<file path="src/rtl/comparator_search_8_bit.sv">
// Binary-search initiator for an 8-bit magnitude comparator: probes the B operand and recovers A.
// Optional probe counter output enabled by defining COMPARATOR_SEARCH_PROBE_COUNT_EN.
module comparator_search_8_bit #(
    parameter int DATA_WIDTH   = 8,
    parameter int COMPARE_WAIT = 0
) (
    input  logic                  Clock_In,
    input  logic                  Reset_In,
    input  logic                  Start_In,
    output logic [DATA_WIDTH-1:0] Probe_Out,
    output logic                  Probe_Valid_Out,
    input  logic                  A_Less_Than_B_In,
    input  logic                  A_Equal_To_B_In,
    input  logic                  A_Greater_Than_B_In,
    output logic                  Busy_Out,
    output logic                  Done_Out,
    output logic                  Found_Out,
    output logic                  Error_Out,
`ifdef COMPARATOR_SEARCH_PROBE_COUNT_EN
    output logic [$clog2(DATA_WIDTH+2)-1:0] Probe_Count_Out,
`endif
    output logic [DATA_WIDTH-1:0] Result_Out
);

    localparam int SW = (COMPARE_WAIT > 0) ? $clog2(COMPARE_WAIT + 1) : 1;
    localparam logic [SW-1:0]       WAIT_LAST = SW'(COMPARE_WAIT);
    localparam logic [DATA_WIDTH:0] ONE_W     = (DATA_WIDTH+1)'(1);
    localparam logic [DATA_WIDTH:0] TOP_W     = {1'b0, {DATA_WIDTH{1'b1}}};

    typedef enum logic [1:0] {
        ST_IDLE  = 2'd0,
        ST_PROBE = 2'd1,
        ST_DONE  = 2'd2
    } state_t;

    state_t                state_r, state_s;
    logic [DATA_WIDTH-1:0] probe_r, probe_s;
    logic [DATA_WIDTH-1:0] result_r, result_s;
    logic                  valid_r, valid_s;
    logic                  busy_r, busy_s;
    logic                  done_r, done_s;
    logic                  found_r, found_s;
    logic                  error_r, error_s;
    logic [DATA_WIDTH:0]   low_r, low_s;
    logic [DATA_WIDTH:0]   high_r, high_s;
    logic [DATA_WIDTH:0]   new_low_s, new_high_s;
    logic [SW-1:0]         settle_r, settle_s;
    logic [2:0]            flags_s;
    logic                  launch_s;
    logic                  finish_s;
`ifdef COMPARATOR_SEARCH_PROBE_COUNT_EN
    logic [$clog2(DATA_WIDTH+2)-1:0] cnt_r, cnt_s;
`endif

    function automatic logic [DATA_WIDTH-1:0] mid_of(input logic [DATA_WIDTH:0] lo,
                                                     input logic [DATA_WIDTH:0] hi);
        return DATA_WIDTH'((lo + hi) >> 1);
    endfunction

    // Next-state and next-output logic for the search sequencer.
    always_comb begin
        state_s    = state_r;
        probe_s    = probe_r;
        result_s   = result_r;
        valid_s    = valid_r;
        busy_s     = busy_r;
        done_s     = 1'b0;
        found_s    = found_r;
        error_s    = error_r;
        low_s      = low_r;
        high_s     = high_r;
        settle_s   = settle_r;
        new_low_s  = low_r;
        new_high_s = high_r;
        launch_s   = 1'b0;
        finish_s   = 1'b0;
        flags_s    = {A_Less_Than_B_In, A_Equal_To_B_In, A_Greater_Than_B_In};
`ifdef COMPARATOR_SEARCH_PROBE_COUNT_EN
        cnt_s      = cnt_r;
`endif
        case (state_r)
            ST_IDLE: begin
                launch_s = Start_In;
            end
            ST_PROBE: begin
                if (settle_r == WAIT_LAST) begin
`ifdef COMPARATOR_SEARCH_PROBE_COUNT_EN
                    cnt_s = cnt_r + 1'b1;
`endif
                    case (flags_s)
                        3'b010: begin
                            found_s  = 1'b1;
                            finish_s = 1'b1;
                        end
                        3'b001: new_low_s  = {1'b0, probe_r} + ONE_W;
                        3'b100: new_high_s = {1'b0, probe_r} - ONE_W;
                        default: begin
                            error_s  = 1'b1;
                            found_s  = 1'b0;
                            finish_s = 1'b1;
                        end
                    endcase
                    // High's extra MSB flags an underflow below zero (Less on probe 0).
                    if (!finish_s && (new_high_s[DATA_WIDTH] || (new_low_s > new_high_s))) begin
                        error_s  = 1'b1;
                        finish_s = 1'b1;
                        result_s = probe_r;
                    end else if (!finish_s) begin
                        low_s    = new_low_s;
                        high_s   = new_high_s;
                        probe_s  = mid_of(new_low_s, new_high_s);
                        settle_s = '0;
                    end else begin
                        result_s = probe_r;
                    end
                end else begin
                    settle_s = settle_r + 1'b1;
                end
            end
            ST_DONE: begin
                state_s  = ST_IDLE;
                launch_s = Start_In;
            end
            default: begin
                state_s = ST_IDLE;
            end
        endcase

        if (launch_s) begin
            state_s  = ST_PROBE;
            low_s    = '0;
            high_s   = TOP_W;
            probe_s  = mid_of('0, TOP_W);
            valid_s  = 1'b1;
            busy_s   = 1'b1;
            found_s  = 1'b0;
            error_s  = 1'b0;
            settle_s = '0;
`ifdef COMPARATOR_SEARCH_PROBE_COUNT_EN
            cnt_s    = '0;
`endif
        end else if (finish_s) begin
            state_s = ST_DONE;
            done_s  = 1'b1;
            busy_s  = 1'b0;
            valid_s = 1'b0;
        end else begin
            done_s = 1'b0;
        end
    end

    // State and output registers with synchronous reset.
    always_ff @(posedge Clock_In) begin
        if (Reset_In) begin
            state_r  <= ST_IDLE;
            probe_r  <= '0;
            result_r <= '0;
            valid_r  <= 1'b0;
            busy_r   <= 1'b0;
            done_r   <= 1'b0;
            found_r  <= 1'b0;
            error_r  <= 1'b0;
            low_r    <= '0;
            high_r   <= '0;
            settle_r <= '0;
`ifdef COMPARATOR_SEARCH_PROBE_COUNT_EN
            cnt_r    <= '0;
`endif
        end else begin
            state_r  <= state_s;
            probe_r  <= probe_s;
            result_r <= result_s;
            valid_r  <= valid_s;
            busy_r   <= busy_s;
            done_r   <= done_s;
            found_r  <= found_s;
            error_r  <= error_s;
            low_r    <= low_s;
            high_r   <= high_s;
            settle_r <= settle_s;
`ifdef COMPARATOR_SEARCH_PROBE_COUNT_EN
            cnt_r    <= cnt_s;
`endif
        end
    end

    assign Probe_Out       = probe_r;
    assign Probe_Valid_Out = valid_r;
    assign Busy_Out        = busy_r;
    assign Done_Out        = done_r;
    assign Found_Out       = found_r;
    assign Error_Out       = error_r;
    assign Result_Out      = result_r;
`ifdef COMPARATOR_SEARCH_PROBE_COUNT_EN
    assign Probe_Count_Out = cnt_r;
`endif

endmodule

</file>
<file path="config.mk">
export PLATFORM = sky130hd
export DESIGN_NAME = comparator_search_8_bit
export DESIGN_NICKNAME = d
export VERILOG_FILES = /design/src/rtl/comparator_search_8_bit.sv
export SDC_FILE = /design/constraint.sdc
export NUM_CORES = 1
export LEC_CHECK = 0
export CORE_MARGIN = 2
export CORE_UTILIZATION = 55
export CTS_CLUSTER_SIZE = 24
export DETAILED_ROUTE_END_ITERATION = 10
export GPL_TIMING_DRIVEN = 0
export PLACE_DENSITY_LB_ADDON = 0.1
export SLEW_MARGIN = 30
export SYNTH_ARGS = -nofsm -noshare
export SYNTH_HDL_FRONTEND = slang
export SYNTH_SLANG_ARGS = --single-unit
</file>
<file path="constraint.sdc">
create_clock -name Clock_In -period 5.01 [get_ports Clock_In]
set_clock_uncertainty 0.15 [all_clocks]
set_input_delay 1.002 -clock Clock_In [delete_from_list [all_inputs] [get_ports Clock_In]]
set_output_delay 1.002 -clock Clock_In [all_outputs]
set_load 0.01 [all_outputs]
</file>
Yosys cells after proc, flatten, opt, wreduce, memory -nomap -nowiden:

Cells that the tools add are included.

* add/subtract/negate cells: 4
* magnitude comparators: 1
* eq/ne operators: 11
* multiplexer cells: 35
* bitwise gates (word level): 4
* reduce and logical (&&, ||, !) cells: 17

Operators with widths (number)
* 2-to-1 mux 8 bit: 7
* 2-to-1 mux 9 bit: 6
* 2-to-1 mux 7 bit: 5
* 2-to-1 mux 1 bit: 14
* adder 8 x 1 -> 9 bit (second input constant): 1
* adder 9 bit: 1
* greater-than comparator 9 bit: 1
* AND reduction 3 bit: 3
* subtractor 8 x 1 -> 9 bit (second input constant): 1
* AND reduction 4 bit: 2
* OR reduction 2 bit: 4
* inequality test 2 x 1 -> 1 bit (second input constant): 3
* nonzero test 2 bit: 3
* 2-to-1 mux 2 bit: 2
* inequality test 2 bit (second input constant): 2
* NOT 1 bit: 4
* equality test 3 x 1 -> 1 bit (second input constant): 1
* equality test 3 x 2 -> 1 bit (second input constant): 1
* equality test 3 bit (second input constant): 1
* inequality test 3 x 1 -> 1 bit (second input constant): 1
* OR reduction 3 bit: 1
* equality test 2 x 1 -> 1 bit (second input constant): 1
* equality test 2 bit (second input constant): 1
* logical NOT 2 bit: 1
* 5 further kinds: 5

* register bits after elaboration: 41
* input port bits: 6
* output and inout bits: 21
* logic and storage cells: 85

Logic depth before layout (Yosys ltp):

Gate-level depths: netlist of run 1.

* depth after elaboration: 12
* mapped depth: 17
* depth with buffers taken out: 15

Worst setup path before layout of run 1:

Ideal clock, no wire load.

* path type: in2reg
* start point: in A_Less_Than_B_In
* end point: reg low_r[0]
* library setup time: 128 ps
* data arrival time: 4100 ps
* data required time: 4732 ps
* slack: 632 ps
* cell stages on the path: 15
* buffers on the path: 4
* cells stage by stage: nor3b_1 -> buf_4 -> clkbuf_1 -> nor2_1 -> a21oi_1 -> ha_1 -> or4b_1 -> nor4_2 -> o21ba_1 -> a211o_1 -> a21o_1 -> buf_6 -> buf_6 -> mux2i_1 -> nor2_1

* longest elaborated chain between the ends: 9
* elaborated cells between the ends (all ways): 19
* those cells by class: order compare: 1; eq/ne: 2; mux: 9; bitwise: 2; reduce/logical: 5

RTL lines
* start, declared: line 12 `input logic A_Less_Than_B_In,`
* equality test 3 x 1 -> 1 bit / equality test 3 bit (equally long branches): line 90 `case (flags_s)`
* 2-to-1 mux 9 bit / OR reduction 2 bit (equally long branches)
* 2-to-1 mux 9 bit / 2-to-1 mux 1 bit (equally long branches): line 86, 90
* 2-to-1 mux 9 bit / 2-to-1 mux 1 bit (equally long branches): line 81, 86
* greater-than comparator 9 bit / 2-to-1 mux 1 bit (equally long branches): line 104, 81
* logical OR 1 bit / logical NOT 1 bit (equally long branches)
* logical AND 1 bit: line 104 `if (!finish_s && (new_high_s[DATA_WIDTH] || (new_low_s > new_high_s))) begin`
* NOT 1 bit (no source line)
* AND reduction 4 bit (no source line)
* end signal, assigned: line 178 `low_r <= low_s;`
* end, declared: line 44 `logic [DATA_WIDTH:0] low_r, low_s;`

Several ways; a longest one is shown, not always the timed one. The select of a mux whose other input is x is not followed.
A chain may end at the register's enable or synchronous reset.

Worst setup path after layout of run 1:

* start point: in A_Greater_Than_B_In
* end point: reg probe_r[2], in the netlist Probe_Out[2]

* longest elaborated chain between the ends: 10
* elaborated cells between the ends (all ways): 25
* those cells by class: add/sub: 1; order compare: 1; eq/ne: 4; mux: 14; reduce/logical: 5

RTL lines
* start, declared: line 14 `input logic A_Greater_Than_B_In,`
* equality test 3 x 1 -> 1 bit / equality test 3 bit (equally long branches): line 90
* 2-to-1 mux 9 bit: line 90
* 2-to-1 mux 9 bit: line 86 `if (settle_r == WAIT_LAST) begin`
* 2-to-1 mux 9 bit: line 81 `case (state_r)`
* adder 9 bit: line 57 `return DATA_WIDTH'((lo + hi) >> 1);`
* 2-to-1 mux 7 bit: line 108 `end else if (!finish_s) begin`
* 2-to-1 mux 7 bit: line 104
* 2-to-1 mux 7 bit: line 86
* 2-to-1 mux 7 bit: line 81
* 2-to-1 mux 7 bit: line 129 `if (launch_s) begin`
* end signal, assigned: line 171 `probe_r <= probe_s;`
* end, declared: line 37 `logic [DATA_WIDTH-1:0] probe_r, probe_s;`

Several ways; a longest one is shown, not always the timed one. The select of a mux whose other input is x is not followed.

==> results of run 1 <==
## power groups by stage
stage               registers, mW  logic [mW]  clock network (mW)
floorplan                   0.356       0.154                   0
global placement            0.354       0.217                   0
detailed placement          0.354       0.221                   0
CTS                         0.347       0.223               0.224
global route                0.350       0.253               0.233
finish                      0.347       0.229               0.218
## flip-flops by register name (all words and copies together), names as in the netlist
signal / count
low_r: 9
Probe_Out: 8
Done_Out: 1
Found_Out: 1
Error_Out: 1
state_r: 2
Busy_Out: 1
Result_Out: 8
high_r: 9
## synth_stat cells, types with 3 or more instances
master    instances
xor2_1            8
nor3_1            3
inv_1            18
nor2b_1           5
nand2b_1         20
nor2_1           54
nand3_1           8
a211oi_2          6
clkbuf_1          6
a211oi_1          4
a21oi_1          23
buf_6             5
o21ai_0           6
xnor2_1          10
mux2i_1          21
o21a_1            3
and3_1            4
ha_1             18
o41ai_1           3
dfxtp_1          40
buf_4             3
buf_2             3
## routing by layer
| metal | global-route usage, % | up-vias |
|---|---|---|
| met5 | 0 | - |
| met4 | 4.65 | 0 |
| met3 | 3.84 | 7 |
| met2 | 40.9 | 58 |
| met1 | 34.0 | 1069 |
| li1 | - | 1128 |
## layout make-up
cell class | instances | area, µm² | share of cell area, %
buffer | 20 | 164 | 5.19
clock buffer | 5 | 68.8 | 2.18
clock inverter | 3 | 18.8 | 0.594
inverter | 18 | 67.6 | 2.14
multi-input combinational | 231 | 1690 | 53.4
sequential | 40 | 801 | 25.4
tap | 54 | 67.6 | 2.14
timing repair buffer | 29 | 283 | 8.95
## what timing repair did
item	4_1_cts	5_1_grt
gates resized for setup	4	12
endpoints found under the setup margin	33	33
pin swaps	0	0
hold buffers	0	0
buffers inserted	0	3
## final timing paths
kind / slack (ps) / endpoint / from
worst min register to register: 330 / low_r[8] / low_r[8]
worst min-delay path: 330 / low_r[8] / low_r[8]
worst max-delay path: 200 / Probe_Out[2] / A_Greater_Than_B_In
worst max register to register: 720 / Probe_Out[2] / Probe_Out[0]
## critical path, delay by kind of cell
family	cells	cell delay, ps
compound gates	5	910
buf+inv	5	1290
simple gates	5	1310
fa+ha+maj	1	330
## logic make-up (layout without fill, tap and decap cells)
logic type / Yosys count / count (layout) / synth area share (%)
DFF: 40 / 40 / 29.9
AOI/OAI and AO/OA: 62 / 62 / 16.8
and+or+nand+nor: 110 / 110 / 21.8
muxes: 22 / 22 / 8.28
buffers and inverters: 38 / 75 / 8.09
xor gates and xnor gates: 18 / 18 / 5.90
adders and majority gates: 19 / 19 / 9.17
==> impl_metrics.ini, run 1 <==
[status]
status = completed

[power_and_ir_drop]
leakage_nw = 1.34
finalPower_mw = 0.794
p_per_area_mw_per_mm2 = 251
swShare_pct = 32.7
clockPowerShare_pct = 27.4
p_int_mw = 0.534
peakVddDrop_uv = 136
p_seq_share_pct = 43.7
comb_power_share_pct = 28.8
p_sw_mw = 0.260

[timing]
slew_headroom_pct = 50.8
setup_slack_ps = 198
setup-violations-final = 0
slew_viol_final = 0
post-route-min-period_ps = 4810
finalSetupTns_ps = 0
min_period_over_period_pct = 96.1
hold_slack_ps = 332
fmax_mhz = 208
final_hold_viol_count = 0
worst_slew_pin_slew_ps = 719
grt_setup_unrepaired = no

[drt]
drt-initial-drc-count = 111
drt-met1-wl_mm = 2.92
drc_errors = 0
vias = 2262
wl_per_cell_um = 15.7
drt_wl_total_mm = 6.27
wl_met3_um = 317
highest_layer = met4
vias_per_cell = 5.66
wl_met2_mm = 2.97
ant_nets = 0
first_pass_iters = 4

[clock_tree]
clk_root_buffer_cell = clkbuf_8
cts_buffers = 5
clk_latency_ps = 300
h-tree-depth = 2
path_clk_slew_ps = 80
cts_sinks = 40
cts_buffer_depth = 2
cts_tree = yes

[global_routing]
antenna_found_initial = 0
grt_pass1_vias = 2090
overflow = 0
grt_pass1_wl_mm = 10.3
grt_usage_pct = 24.6
grt_max_degree = 14

[finish]
antenna_cells = 0
layout-drive-gt1-share_pct = 14.5
nets = 370
post-route-util_pct = 67.3
fillers = 415
stdcell_area_mm2 = 0.00316
mostFrequentLayoutCells = nor2_1, dfxtp_1, clkdlybuf4s50_1, mux2i_1
final_common_cell = nor2_1
fin_cells = 400
syn_to_final_growth_pct = 18.1

[worst_setup_path]
cpPeakStageDelay_ps = 570
cp_data_required_time_ps = 5020
reg2regPathDepth = 16
cp-start-kind = input port
endpoint_kind = flop
crit_slowest_cell = or4b_1
crit_type = input port to flop
path_cells = clkdlybuf4s50_1, nor3b_4, buf_6, clkbuf_4, nor2_1, a21oi_2, ha_1, or4b_1, nor4_2, o21ba_1, a211o_1, a21o_1, buf_6, buf_6, nor2_1, a211oi_1
cp_max_fo = 10
arrival_ps = 4830
crit_top_cell = buf_6

[yosys]
yosys.area.top_type = dfxtp_1
synth_top_flop_cell = dfxtp_1
postSynth.asyncResetShare_pct = 0
synth_top_cell_area_share_pct = 29.9
synthesis.instances = 309
yosysWarningCount = 0
ys_seq_area_share_pct = 29.9
ys_seq_elements = 40
synth_nets = 334
synth_cell_type_count = 53
ys_top_cells_by_area = dfxtp_1, ha_1, mux2i_1
synth_edf_count = 0
syn_area_mm2 = 0.00267
synth_area_per_cell_um2 = 8.65

[floorplan]
io_pins = 27
die-area_mm2 = 0.00544
dieWidth_um = 73.7
start_util_pct = 57.0
fp.dieH_um = 73.7
coreArea_mm2 = 0.00469
num_rows = 25

[hold_path]
whs_path_depth = 2
min_path_type = flop to flop

[placement]
post-place-cells = 389
place_hpwl_mm = 4.63
dpl_cell_area_mm2 = 0.00300
portBuffers = 26
gp_congestion = 0.894
dpl_worst_slack_ps = -545

[run]
cap_violations = 0
No activity file was read; power rests on OpenSTA's default activity.
==> inputs of run 2 (changes only) <==
--- a/config.mk
+++ b/config.mk
@@ -5,6 +5,7 @@
 export SDC_FILE = /design/constraint.sdc
 export NUM_CORES = 1
 export LEC_CHECK = 0
+export ABC_CLOCK_PERIOD_IN_PS = 5150
 export CORE_MARGIN = 2
 export CORE_UTILIZATION = 55
 export CTS_CLUSTER_SIZE = 24
==> constraint.sdc (replaced) <==
create_clock -name Clock_In -period 5.15 [get_ports Clock_In]
set_clock_uncertainty 0.15 [all_clocks]
set_input_delay 1.03 -clock Clock_In [delete_from_list [all_inputs] [get_ports Clock_In]]
set_output_delay 1.03 -clock Clock_In [all_outputs]
set_load 0.01 [all_outputs]
==> impl_metrics.ini, run 2 (synthesis results as in run 1) <==
[worst_setup_path]
startpoint = A_Less_Than_B_In
reg2reg_from = Probe_Out[0]
endpoint_kind = flop
cpPeakStageDelay_ps = 580
r2r_end = Probe_Out[3]
crit_path_end = Probe_Out[3]
rrSetupSlack_ps = 880
cp_max_fo = 10
crit_slowest_cell = or4b_1
path_cells = clkdlybuf4s50_1, nor3b_4, clkbuf_2, nor2_1, a21oi_1, ha_1, or4b_1, nor4_2, o21ba_1, a211o_1, a21o_1, buf_6, buf_6, nor2_1, a211oi_2
arrival_ps = 4950
cp_data_required_time_ps = 5160
crit_type = input port to flop
reg2regPathDepth = 16
cp-start-kind = input port

[timing]
fmax_mhz = 202
slew_headroom_pct = 50.6
slew_viol_final = 0
setup-violations-final = 0
final_hold_viol_count = 0
grt_setup_unrepaired = no
worst_slew_pin_slew_ps = 723
hold_slack_ps = 332
min_period_over_period_pct = 95.9
post-route-min-period_ps = 4940

[power_and_ir_drop]
p_int_mw = 0.518
leakage_nw = 1.33
p_sw_mw = 0.248
peakVddDrop_uv = 131
finalPower_mw = 0.766
p_seq_share_pct = 44.1
comb_power_share_pct = 28.5
swShare_pct = 32.4
clockPowerShare_pct = 27.5
p_per_area_mw_per_mm2 = 246

[global_routing]
grt_max_degree = 20
grt_usage_pct = 24.3
antenna_found_initial = 0
grt_pass1_wl_mm = 10.1
overflow = 0
grt_pass1_vias = 2054

[placement]
place_hpwl_mm = 4.63
gp_congestion = 0.894
portBuffers = 26

[finish]
seq_area_um2 = 801
nets = 369
syn_to_final_growth_pct = 16.7
multi_input_area_mm2 = 0.00167
mostFrequentLayoutCells = nor2_1, dfxtp_1, clkdlybuf4s50_1, a21oi_1, mux2i_1
top_regs = high_r x9, low_r x9
antenna_cells = 0
final_common_cell = nor2_1
fillers = 429
layout-drive-gt1-share_pct = 13.0

[drt]
drt-initial-drc-count = 137
wl_per_cell_um = 15.6
vias = 2255
first_pass_iters = 4
drt_wl_total_mm = 6.21
drc_errors = 0
vias_per_cell = 5.65
ant_nets = 0

[hold_path]
worstHoldStart = low_r[8]
min_path_type = flop to flop

[floorplan]
start_util_pct = 57.0
fp.dieH_um = 73.7
num_rows = 25
coreArea_mm2 = 0.00469
io_pins = 27
dieWidth_um = 73.7
die-area_mm2 = 0.00544

[run]
cap_violations = 0

[clock_tree]
cts_sinks = 40
h-tree-depth = 2
cts_tree = yes
path_clk_slew_ps = 80
clk_root_buffer_cell = clkbuf_8
cts_buffer_depth = 2
clk_latency_ps = 290
cts_buffers = 5

[status]
status = completed
run 2: cell type report:
cell class                 count  area share [%]
timing repair buffer          29            9.06
sequential                    40            25.7
tap                           54            2.17
clock buffer                   5            2.21
clock inverter                 3           0.601
multi-input combinational    231            53.4
buffer                        19            4.69
inverter                      18            2.17
run 2: power by group through the flow:
stage               clock network, mW  registers, mW  logic [mW]
floorplan                           0          0.346       0.150
global placement                    0          0.344       0.211
detailed placement                  0          0.345       0.215
CTS                             0.218          0.338       0.216
global route                    0.227          0.340       0.241
finish                          0.211          0.338       0.218
run 2: worst min path at each step:
stage / endpoint / depth (start not counted)
after CTS: Result_Out[2] / 2
after global routing: high_r[8] / 1
final: low_r[8] / 2
after floorplan: low_r[8] / 2
after detailed placement: Result_Out[2] / 2
after global placement: Result_Out[6] / 2
run 2: metal layers:
layer / routed length (µm) / vias up / share of wire [%] / global-route usage [%]
li1: - / 1125 / - / -
met1: 2920 / 1071 / 47 / 34.0
met2: 2910 / 51 / 47 / 39.6
met3: 315 / 8 / 5.1 / 3.84
met4: 61 / 0 / 0.98 / 4.65
met5: 0 / - / 0 / 0
run 2: worst max-delay path, delay by kind of cell:
family | cells | cell delay [ps]
and+or+nand+nor | 5 | 1380
buffers and inverters | 4 | 1140
AOI/OAI and AO/OA | 5 | 1020
adders and majority gates | 1 | 360
run 2: timing repair:
item,4_1_cts,5_1_grt
setup buffers,0,3
endpoints found under the setup margin,11,33
hold buffers,0,0
resized for setup,1,3
run 2: per-stage QoR:
stage / worst slack (ps) / area [µm²] / util (%) / setup TNS [ps] / cells
after global routing: 4.95 / 3120 / 66.5 / 0 / 399
final: 209 / 3120 / 66.5 / 0 / 399
after detailed placement: -433 / 3000 / 64.0 / -9690 / 389
after global placement: -419 / 3000 / 64.0 / -8550 / 389
after floorplan: 744 / 2670 / - / 0 / 309
after CTS: 20.0 / 3090 / 65.9 / 0 / 396
==> inputs of run 3 (changes only) <==
--- a/config.mk
+++ b/config.mk
@@ -5,7 +5,8 @@
 export SDC_FILE = /design/constraint.sdc
 export NUM_CORES = 1
 export LEC_CHECK = 0
-export ABC_CLOCK_PERIOD_IN_PS = 5150
+export ABC_CLOCK_PERIOD_IN_PS = 6400
+export CORE_ASPECT_RATIO = 0.5
 export CORE_MARGIN = 2
 export CORE_UTILIZATION = 55
 export CTS_CLUSTER_SIZE = 24
==> constraint.sdc (replaced) <==
create_clock -name Clock_In -period 6.4 [get_ports Clock_In]
set_clock_uncertainty 0.15 [all_clocks]
set_input_delay 1.28 -clock Clock_In [delete_from_list [all_inputs] [get_ports Clock_In]]
set_output_delay 1.28 -clock Clock_In [all_outputs]
set_load 0.01 [all_outputs]
==> impl_metrics.ini, run 3 (synthesis results as in run 1) <==
[drt]
ant_nets = 0
first_pass_iters = 4
drt-initial-drc-count = 167
drc_errors = 0
drt_wl_total_mm = 6.36
vias_per_cell = 5.47
vias = 2239
wl_per_cell_um = 15.6

[floorplan]
fp.dieH_um = 53.3
die-area_mm2 = 0.00547
dieWidth_um = 103
start_util_pct = 59.0
coreArea_mm2 = 0.00453
io_pins = 27
num_rows = 17

[finish]
post-route-util_pct = 68.5
layout-drive-gt1-share_pct = 11.7
syn_to_final_growth_pct = 16.1
nets = 367
antenna_cells = 0
top_regs = high_r x9, low_r x9
fillers = 390
final_common_cell = nor2_1
mostFrequentLayoutCells = nor2_1, dfxtp_1, clkdlybuf4s50_1, a21oi_1, mux2i_1

[timing]
setup-violations-final = 0
post-route-min-period_ps = 5640
slew_viol_final = 0
slew_headroom_pct = 48.5
grt_setup_unrepaired = no
min_period_over_period_pct = 88.2
final_hold_viol_count = 0
finalSetupTns_ps = 0
fmax_mhz = 177
worst_slew_pin_slew_ps = 753

[worst_setup_path]
cp_num_buf_inv = 4
crit_slowest_cell = nor3b_2
cp-start-kind = input port
cpLargestDelayFamily = simple AND/OR/NAND/NOR gates
crit_type = input port to flop
arrival_ps = 5660
path_cells = clkdlybuf4s50_1, nor3b_2, clkbuf_1, nor2_1, a21oi_1, ha_1, or4b_1, nor4_2, o21ba_1, a211o_1, a21o_1, buf_6, buf_6, mux2i_1, nor2_1
cp_data_required_time_ps = 6420
endpoint_kind = flop
cp_max_fo = 10
cpPeakStageDelay_ps = 610

[clock_tree]
clk_latency_ps = 300
cts_tree = yes
cts_sinks = 40
path_clk_slew_ps = 80
clk_root_buffer_cell = clkbuf_8
cts_hold_buf = 0
cts_buffer_depth = 2
postCtsSetupBuffers = 0
h-tree-depth = 2
cts_resized = 0
cts_buffers = 5

[global_routing]
antenna_found_initial = 0
grt_max_degree = 14
grt_usage_pct = 25.4
grt_pass1_vias = 2077
overflow = 0
grt_pass1_wl_mm = 10.3

[run]
cap_violations = 0

[hold_path]
min_path_type = flop to flop

[placement]
gp_congestion = 0.889
portBuffers = 26
place_hpwl_mm = 4.87

[power_and_ir_drop]
peakVddDrop_uv = 103
p_per_area_mw_per_mm2 = 200
leakage_nw = 1.31

[status]
status = completed
-- run 3: cell count changes in the layout (fill, tap and decap cells not counted) --
cell / change
clkbuf_2: -1
clkbuf_1: +2
buf_4: -3
nor3b_1: +1
nor3b_4: -1
-- run 3: layout make-up --
| type | instances | area (µm²) | share of cell area, % |
|---|---|---|---|
| buffer | 20 | 149 | 4.80 |
| multi-input combinational | 231 | 1660 | 53.4 |
| tap | 66 | 82.6 | 2.66 |
| inverter | 18 | 67.6 | 2.18 |
| timing repair buffer | 26 | 260 | 8.38 |
| sequential | 40 | 801 | 25.8 |
| clock inverter | 3 | 18.8 | 0.605 |
| clock buffer | 5 | 68.8 | 2.22 |
-- run 3: path summary, 6_finish.rpt --
check,from,end,slack [ps],cells past startpoint
max,A_Less_Than_B_In,low_r[5],760,15
min,Result_Out[5],Result_Out[5],330,2
max reg2reg,Probe_Out[0],low_r[5],2080,16
min reg2reg,Result_Out[5],Result_Out[5],330,2
-- run 3: metal layers --
metal  GRT usage, %  share of wire [%]  up-vias
met3           4.76                7.6        7
li1               -                  -     1128
met5              0                  0        -
met2           40.4                 42       75
met1           35.5                 50     1029
met4           6.22               0.69        0
-- run 3: worst register-to-register path: stages (launching register included) --
cell,delay (ps)
dfxtp_1,430
inv_1,210
ha_1,230
nor3b_1,420
nand2_1,120
xor2_1,160
a21oi_1,260
ha_1,350
or2_2,320
nor4_2,300
o21ba_1,230
a211o_1,290
a21o_1,180
buf_6,160
buf_6,160
mux2i_1,160
nor2_1,60
-- run 3: through the flow --
stage | setup slack, ps | std cells | cell area (µm²) | power [mW] | hold WS, ps
3_3_place_gp | 603 | 401 | 3020 | 0.446 | 307
2_1_floorplan | 1740 | 309 | 2670 | 0.399 | 300
5_1_grt | 525 | 409 | 3100 | 0.650 | 358
6_report | 757 | 409 | 3100 | 0.620 | 331
3_5_place_dp | 545 | 401 | 3020 | 0.451 | 318
4_1_cts | 863 | 409 | 3100 | 0.621 | 338
-- run 3: where the power goes --
| part | switching (mW) | internal [mW] | leakage (nW) |
|---|---|---|---|
| sequential | 0.00934 | 0.262 | 0.328 |
| clock | 0.0956 | 0.0761 | 0.0479 |
| combinational | 0.0987 | 0.0783 | 0.932 |
